`src/rtl/pe_pkg.sv`:
```
// rtl/pe_pkg.sv - shared constants, FSM encoding and tap addressing for pe_conv_seq
package pe_pkg;

  localparam int DATA_W   = 8;
  localparam int PROD_W   = 2 * DATA_W;
  localparam int ACC_W    = 20;
  localparam int MAC_TAPS = 9;
  localparam int N_OUT    = 4;
  localparam int TAP_W    = 4;
  localparam int OUT_W    = 2;

  typedef enum logic [1:0] {
    IDLE  = 2'd0,
    MAC   = 2'd1,
    WRITE = 2'd2,
    FIN   = 2'd3
  } pe_state_t;

  // Element index (row*4 + col) of the 4x4 input feeding tap k,l of output out_idx.
  function automatic logic [3:0] a_index(input logic [OUT_W-1:0] out_idx,
                                         input logic [TAP_W-1:0] tap);
    logic [1:0] k;
    logic [1:0] l;
    k = 2'(tap / 4'd3);
    l = 2'(tap % 4'd3);
    a_index = {2'(k + {1'b0, out_idx[1]}), 2'(l + {1'b0, out_idx[0]})};
  endfunction

endpackage

```
`src/rtl/pe_mac.sv`:
```
// rtl/pe_mac.sv - 8x8 multiply with 20-bit accumulator and output byte formatting
// Optional feature: PE_SAT_EN saturates the output byte instead of wrapping.
module pe_mac
  import pe_pkg::*;
(
  input  logic              clk,
  input  logic              rst_n,
  input  logic              clr,
  input  logic              en,
  input  logic [DATA_W-1:0] a,
  input  logic [DATA_W-1:0] b,
  output logic [DATA_W-1:0] result
);

  logic [PROD_W-1:0] prod;
  logic [ACC_W-1:0]  acc;
  logic [ACC_W-1:0]  acc_next;

  assign prod     = PROD_W'(a) * PROD_W'(b);
  assign acc_next = acc + ACC_W'(prod);

  // result reflects the sum including the current tap, so it is ready on the final tap edge
`ifdef PE_SAT_EN
  assign result = (|acc_next[ACC_W-1:DATA_W]) ? {DATA_W{1'b1}} : acc_next[DATA_W-1:0];
`else
  assign result = acc_next[DATA_W-1:0];
`endif

  always_ff @(posedge clk or negedge rst_n) begin
    if (!rst_n) begin
      acc <= '0;
    end else if (clr) begin
      acc <= '0;
    end else if (en) begin
      acc <= acc_next;
    end
  end

endmodule

```
`src/rtl/pe_conv_seq.sv`:
```
// rtl/pe_conv_seq.sv - sequential 4x4 by 3x3 valid convolution, one tap per cycle
// Optional feature: PE_SAT_EN (handled in pe_mac) saturates PE_result at 8'hFF.
module pe_conv_seq
  import pe_pkg::*;
(
  input  logic         clk,
  input  logic         rst_pe_n,
  input  logic         start,
  input  logic [127:0] a_flat,
  input  logic [71:0]  b_flat,
  output logic [7:0]   PE_result,
  output logic         C11_PE,
  output logic         C12_PE,
  output logic         C21_PE,
  output logic         C22_PE,
  output logic         busy,
  output logic         done
);

  pe_state_t         state, state_next;
  logic [127:0]      a_q;
  logic [71:0]       b_q;
  logic [TAP_W-1:0]  tap;
  logic [OUT_W-1:0]  out_idx;
  logic              accept, mac_clr, mac_en;
  logic              last_tap, last_out, wr;
  logic [DATA_W-1:0] a_sel, b_sel, mac_result;

  assign last_tap = (tap == TAP_W'(MAC_TAPS - 1));
  assign last_out = (out_idx == OUT_W'(N_OUT - 1));
  assign wr       = (state == MAC) && last_tap;
  assign a_sel    = a_q[{a_index(out_idx, tap), 3'b000} +: DATA_W];
  assign b_sel    = b_q[{tap, 3'b000} +: DATA_W];

  pe_mac u_mac (
    .clk    (clk),
    .rst_n  (rst_pe_n),
    .clr    (mac_clr),
    .en     (mac_en),
    .a      (a_sel),
    .b      (b_sel),
    .result (mac_result)
  );

  always_ff @(posedge clk or negedge rst_pe_n) begin
    if (!rst_pe_n) begin
      state <= IDLE;
    end else begin
      state <= state_next;
    end
  end

  always_comb begin
    state_next = state;
    accept     = 1'b0;
    mac_clr    = 1'b0;
    mac_en     = 1'b0;
    case (state)
      IDLE: begin
        if (start) begin
          state_next = MAC;
          accept     = 1'b1;
          mac_clr    = 1'b1;
        end
      end
      MAC: begin
        mac_en = 1'b1;
        if (last_tap) state_next = WRITE;
      end
      WRITE: begin
        mac_clr    = 1'b1;
        state_next = last_out ? FIN : MAC;
      end
      FIN: state_next = IDLE;
      default: state_next = IDLE;
    endcase
  end

  // Strobes and PE_result are set on the edge entering WRITE, so they cover exactly that cycle.
  always_ff @(posedge clk or negedge rst_pe_n) begin
    if (!rst_pe_n) begin
      PE_result <= '0;
      C11_PE    <= 1'b0;
      C12_PE    <= 1'b0;
      C21_PE    <= 1'b0;
      C22_PE    <= 1'b0;
      busy      <= 1'b0;
      done      <= 1'b0;
      a_q       <= '0;
      b_q       <= '0;
      tap       <= '0;
      out_idx   <= '0;
    end else begin
      busy   <= (state_next != IDLE);
      done   <= (state == WRITE) && last_out;
      C11_PE <= wr && (out_idx == 2'd0);
      C12_PE <= wr && (out_idx == 2'd1);
      C21_PE <= wr && (out_idx == 2'd2);
      C22_PE <= wr && (out_idx == 2'd3);
      if (wr) PE_result <= mac_result;
      tap <= ((state == MAC) && !last_tap) ? tap + TAP_W'(1) : '0;
      if (accept) begin
        a_q     <= a_flat;
        b_q     <= b_flat;
        out_idx <= '0;
      end else if (state == WRITE) begin
        out_idx <= out_idx + OUT_W'(1);
      end
    end
  end

endmodule
```
`config.mk`:
```
export PLATFORM = sky130hd
export DESIGN_NAME = pe_conv_seq
export DESIGN_NICKNAME = d
export VERILOG_FILES = /design/src/rtl/pe_pkg.sv /design/src/rtl/pe_mac.sv /design/src/rtl/pe_conv_seq.sv
export SDC_FILE = /design/constraint.sdc
export NUM_CORES = 1
export LEC_CHECK = 0
export BUFFER_PORTS_ARGS = -buffer_cell sky130_fd_sc_hd__buf_2
export CAP_MARGIN = 15
export CORE_ASPECT_RATIO = 0.6
export CORE_UTILIZATION = 30
export CTS_BUF_LIST = sky130_fd_sc_hd__clkbuf_2
export CTS_CLUSTER_SIZE = 8
export DETAILED_ROUTE_END_ITERATION = 10
export GPL_TIMING_DRIVEN = 0
export PLACE_DENSITY_LB_ADDON = 0.2
export SETUP_SLACK_MARGIN = 0.15
export SLEW_MARGIN = 15
export SYNTH_ARGS = -nofsm -noshare
export SYNTH_HDL_FRONTEND = slang
export SYNTH_SLANG_ARGS = --single-unit
```
`constraint.sdc`:
```
create_clock -name clk -period 18.62 [get_ports clk]
set_clock_uncertainty 0.2 [all_clocks]
set_input_delay 1.862 -clock clk [delete_from_list [all_inputs] [get_ports clk]]
set_output_delay 1.862 -clock clk [all_outputs]
set_load 0.02 [all_outputs]
```
[Word level (Yosys, flattened, before mapping)]
Index checks and enable logic that the tools add are counted.
Word-level totals
  bits in registers: 242
  input bits: 203
  output and inout port bits: 14
  logic and storage cells: 56
Cells by class
  add/sub/neg operators: 5
  $mul: 1
  divide/modulo/power cells: 2
  equality and inequality tests: 7
  shifts and indexed selects: 2
  mux-type cells: 13
  reductions and logical operators: 13
Operators with widths (count)
  variable part select 128 x 8 -> 8 bit: 1
  variable part select 72 x 8 -> 8 bit: 1
  2-to-1 mux 20 bit: 2
  adder 20 x 16 -> 20 bit: 1
  multiplier 8 x 8 -> 16 bit: 1
  2-to-1 mux 2 bit: 5
  equality test 2 bit, second input constant: 4
  case mux 2 bit (4 select lines): 1
  logical AND 1 bit: 7
  nonzero test 2 bit: 3
  adder 2 x 1 -> 2 bit: 2
  adder 4 x 1 -> 4 bit, second input constant: 1
  divider 4 x 2 -> 4 bit, second input constant: 1
  equality test 2 x 1 -> 1 bit, second input constant: 2
  equality test 4 bit, second input constant: 1
  zero test 2 bit: 2
  remainder unit 4 x 2 -> 4 bit, second input constant: 1
  2-to-1 mux 4 bit: 1
  2-to-1 mux 1 bit: 3
  adder 2 x 1 -> 2 bit, second input constant: 1
  case mux 1 bit (2 select lines): 1
  zero test 1 bit: 1

[Longest topological paths before layout]
  depth in word-level cells: 7
  mapped depth: 43
  depth with buffers taken out: 35

[By module]
Synthesis repeated with hierarchy kept, for this count alone.
Second synthesis, totals
  cell total of the unflattened synthesis: 1145
  area total of the unflattened synthesis: 13247.7 µm²
Modules (own cells, without submodules)
  pe_conv_seq: instances 1, cells each 997, area each 11877.6 µm², sequential area each 5555.3 µm²
  pe_mac: instances 1, cells each 148, area each 1370.1 µm², sequential area each 200.2 µm²

[Least setup slack after synthesis]
OpenSTA, ideal clock, no wires.
  path type: reg2reg
  from: register tap[0]
  to: register PE_result[7]
  setup time: 0.125 ns
  arrival time: 9.135 ns
  data required time: 18.295 ns
  path slack: 9.160 ns
  stages on the path, launching flop included: 42
  buffers on the path: 10
  clock period less this slack: 9.460 ns
  cell sequence: dfrtp_1 > buf_2 > buf_1 > buf_2 > inv_1 > ha_1 > and3b_1 > o211a_4 > ha_1 > a31oi_4 > buf_6 > buf_6 > buf_6 > xnor2_1 > ha_1 > buf_2 > buf_2 > buf_2 > [... 6 more ...] > a22oi_2 > inv_1 > nand2_1 > fa_1 > inv_1 > fa_1 > ha_1 > inv_1 > fa_1 > inv_1 > fa_1 > a21o_1 > a21oi_1 > xnor2_1 > xnor2_1 > xnor3_1 > xnor3_1 > mux2_4
Between the ends
  cells in the longest elaborated chain, start to end: 5
  elaborated cells between the ends (all ways): 10
  those cells by class: add/sub: 3; mul: 1; div: 2; eq/ne: 1; shift: 2; reduce/logical: 1
RTL lines
  start: declaration: RTL line pe_conv_seq.sv:23  | logic [TAP_W-1:0] tap;
  start signal: assignment: RTL line pe_conv_seq.sv:101  | tap <= ((state == MAC) && !last_tap) ? tap + TAP_W'(1) : '0;
  remainder unit 4 x 2 -> 4 bit / divider 4 x 2 -> 4 bit (equally long branches): RTL line pe_pkg.sv:25, pe_pkg.sv:24
  adder 2 x 1 -> 2 bit: RTL line pe_pkg.sv:26  | a_index = {2'(k + {1'b0, out_idx[1]}), 2'(l + {1'b0, out_idx[0]})};
  variable part select 128 x 8 -> 8 bit: RTL line pe_conv_seq.sv:32  | assign a_sel = a_q[{a_index(out_idx, tap), 3'b000} +: DATA_W];
  multiplier 8 x 8 -> 16 bit: RTL line pe_mac.sv:19  | assign prod = PROD_W'(a) * PROD_W'(b);
  adder 20 x 16 -> 20 bit: RTL line pe_mac.sv:20  | assign acc_next = acc + ACC_W'(prod);
  end signal: assignment: RTL line pe_conv_seq.sv:100  | if (wr) PE_result <= mac_result;
  end: declaration: RTL line pe_conv_seq.sv:11  | output logic [7:0] PE_result,
Several ways; a longest one is shown, not always the timed one.
A chain may end at the register's enable or synchronous reset.

[Worst setup path in the final report]
Ends and elaborated chain as after synthesis.

==> results.md <==
* Status: finished clean
* Max-Cap Viols at 0
* Worst path max stage delay at 780 ps
* Post-synth ARST share at 1.00
* Critical Path Start Type: flop
* Initial antenna violation count at 2
* DIE AREA at 0.0438 mm²
* Setup TNS at 0 ps
* Drt via density at 4.98
* Crit Reg-Reg Startpoint: tap[0]
* R2R Setup Slk at 6840 ps
* 1st-pass router iterations at 5
* Worst setup path category: reg -> reg
* Drt initial violations at 771
* Skew-Pair Late Insertion Delay at 920 ps
* RR Endpoint: PE_result[7]
* Die extent in y at 162 µm
* WL/cell at 21.5 µm
* Most frequent cells in the layout: buf_2 (234), dfrtp_1 (230), mux2_2 (218)
* RSZ-0062 raised after global routing: no
* CTS tree: built
* Worst EP required at 19200 ps
* GRT Total Usage at 0.197
* Gr ovfl total at 0
* Post-DP HPWL at 32000 µm
* Sequential area share after synthesis at 0.447
* Hold Vio Cnt, Final at 0
* Post-CTS resize count at 0
* Max-slew violations at 0
* Final #Nets at 1612
* Fill cell count at 4254
* Crit path DAT at 12370 ps
* Initial core utilization at 0.306
* Synthesized area at 0.0129 mm²
* Routed Antenna Nets at 0
* Min cycle time layout at 11780 ps
* Main flop type after synthesis: dfrtp_1
* FF+latch area at 0.00576 mm²
* First-pass GRT wire length at 64600 µm
* Placer congestion estimate at 0.895
* Mean Syn Cell Area at 11.9 µm²
* Worst-path clk slew at 100 ps
* Commonest non-fill, non-tap cell in the layout: buf_2
* Fmax at 0.0849 GHz
* Detailed Route WL at 42300 µm
* Syn Inst Count at 1083
* Share of cells above drive strength 1 at 0.431
* Net Count, Synth at 1333
* Yosys reg bits at 230
* Fin crit share at 0.633
* Clk root buf: clkbuf_2
* Crit path max-delay cell type: a2111oi_0
* Worst Setup EP: PE_result[7]
* Worst-margin pin slew at 1160 ps
* I/O Pins at 217
* Chip width at 269 µm
* CP Capture Type: flop
* Critical path origin: tap[0]
* Synth top area cells: dfrtp_1 (45%), mux2_2 (19%), mux2i_1 (3.7%)
* H-tree level count at 2
* Core Region at 0.0421 mm²
* Setup Buffers After CTS at 0
* Hold/Removal Path Class: reg -> reg
* Clk buf depth at 3
* Reg2Reg Depth at 37
* Vias in the first global route at 10250
* Residual DRC count at 0
* Syn. warnings at 0
* Clock buffer count from CTS at 59
* Area growth syn-to-layout at 18.7%
* Final setup fails at 0
* CP Max Fanout at 10
* I/O Buffers at 216
* Number of synthesized flops with an enable pin at 0
* Hold buffers post-CTS at 0
* Cell Rows at 58
* Vias at 9799
* Yosys top cell by area: dfrtp_1
* Synth unique cells at 73
* Largest net degree at the start of global routing at 83
* Synth top area share at 0.447
* Slew HR at 0.224
* CTS Sinks at 230
* Footprint of the multi-input gates at 0.00658 mm²
cells by family after synthesis:
| kind of cell | Yosys count | synth area share |
|---|---|---|
| multiplexers | 290 | 0.267 |
| flip-flops | 230 | 0.447 |
| AND/OR/NAND/NOR | 225 | 0.0859 |
| adder cells (fa/ha/maj) | 47 | 0.0562 |
| XOR/XNOR | 20 | 0.0186 |
| AO/OA/AOI/OAI | 149 | 0.0830 |
| buffers and inverters | 122 | 0.0426 |
cell usage after synthesis (4+ instances only):
cell	instances
buf_2	19
a221oi_1	4
nor2b_1	6
and3_1	20
ha_1	29
or2_2	5
fa_1	18
o21ai_1	4
buf_4	5
mux2i_1	48
a31oi_1	6
and2_1	7
o22a_1	21
nor3_1	21
buf_6	6
nand2b_1	8
nor2_1	49
dfrtp_1	230
o21ai_0	30
xnor2_1	13
nand3_1	9
a21oi_1	20
a2111oi_0	5
clkbuf_1	33
inv_1	55
a211o_1	5
mux2_2	218
o41ai_1	5
nor4_1	7
nand2_1	76
mux4_2	19
o22ai_1	21
metrics by stage:
stage / setup slack (ps) / instance area [µm²] / util / hold slack, ps / cells
floorplan: 9160 / 12900 / - / 273 / 1083
global placement: 6860 / 14700 / 0.349 / 285 / 1869
detailed placement: 6860 / 14700 / 0.350 / 290 / 1871
CTS: 6760 / 15300 / 0.363 / 315 / 1966
global route: 6160 / 15300 / 0.363 / 328 / 1968
finish: 6840 / 15300 / 0.363 / 309 / 1968
sequential cells by signal, summed over array words and instances, names as in the netlist:
| signal | count |
|---|---|
| out_idx | 2 |
| state | 2 |
| done | 1 |
| tap | 4 |
| C21_PE | 1 |
| busy | 1 |
| C11_PE | 1 |
| C12_PE | 1 |
| PE_result | 8 |
| b_q | 72 |
| u_mac.acc | 8 |
| C22_PE | 1 |
| a_q | 128 |
routing by layer:
layer  vias to the layer above  routed length, µm  global-route usage
met5                         -                  8                   0
met3                        55               2430              0.0395
met1                      4942              21900               0.305
met2                       312              17400               0.278
met4                         2                636              0.0457
li1                       4488                  -                   -
critical path: cells and delay by family (launching register included):
family	cells	cell delay (ps)
AOI/OAI and AO/OA	6	2290
DFF	1	420
muxes	1	270
buffers and inverters	13	3420
and+or+nand+nor	4	630
xor gates and xnor gates	5	1360
adders and majority gates	8	3010
how the worst min path moves through the flow:
stage,from,to,slack [ps],cells past startpoint
finish,b_q[21],b_q[21],310,1
global route,a_q[63],a_q[63],330,1
CTS,b_q[21],b_q[21],320,1
detailed placement,b_q[23],b_q[23],290,1
global placement,a_q[54],a_q[54],280,1
floorplan,a_q[103],a_q[103],270,1
area by class of cell:
class / count / area share
inverter: 56 / 0.0139
clock buffer: 79 / 0.0259
buffer: 66 / 0.0219
clock inverter: 16 / 0.00925
timing repair buffer: 218 / 0.0750
multi-input combinational: 731 / 0.430
sequential: 230 / 0.377
tap: 570 / 0.0467
antenna: 2 / 0.000328
Power is left out: the tool's default activity adds up to more than one toggle a clock period on the data nets, which glitch-free logic cannot reach.
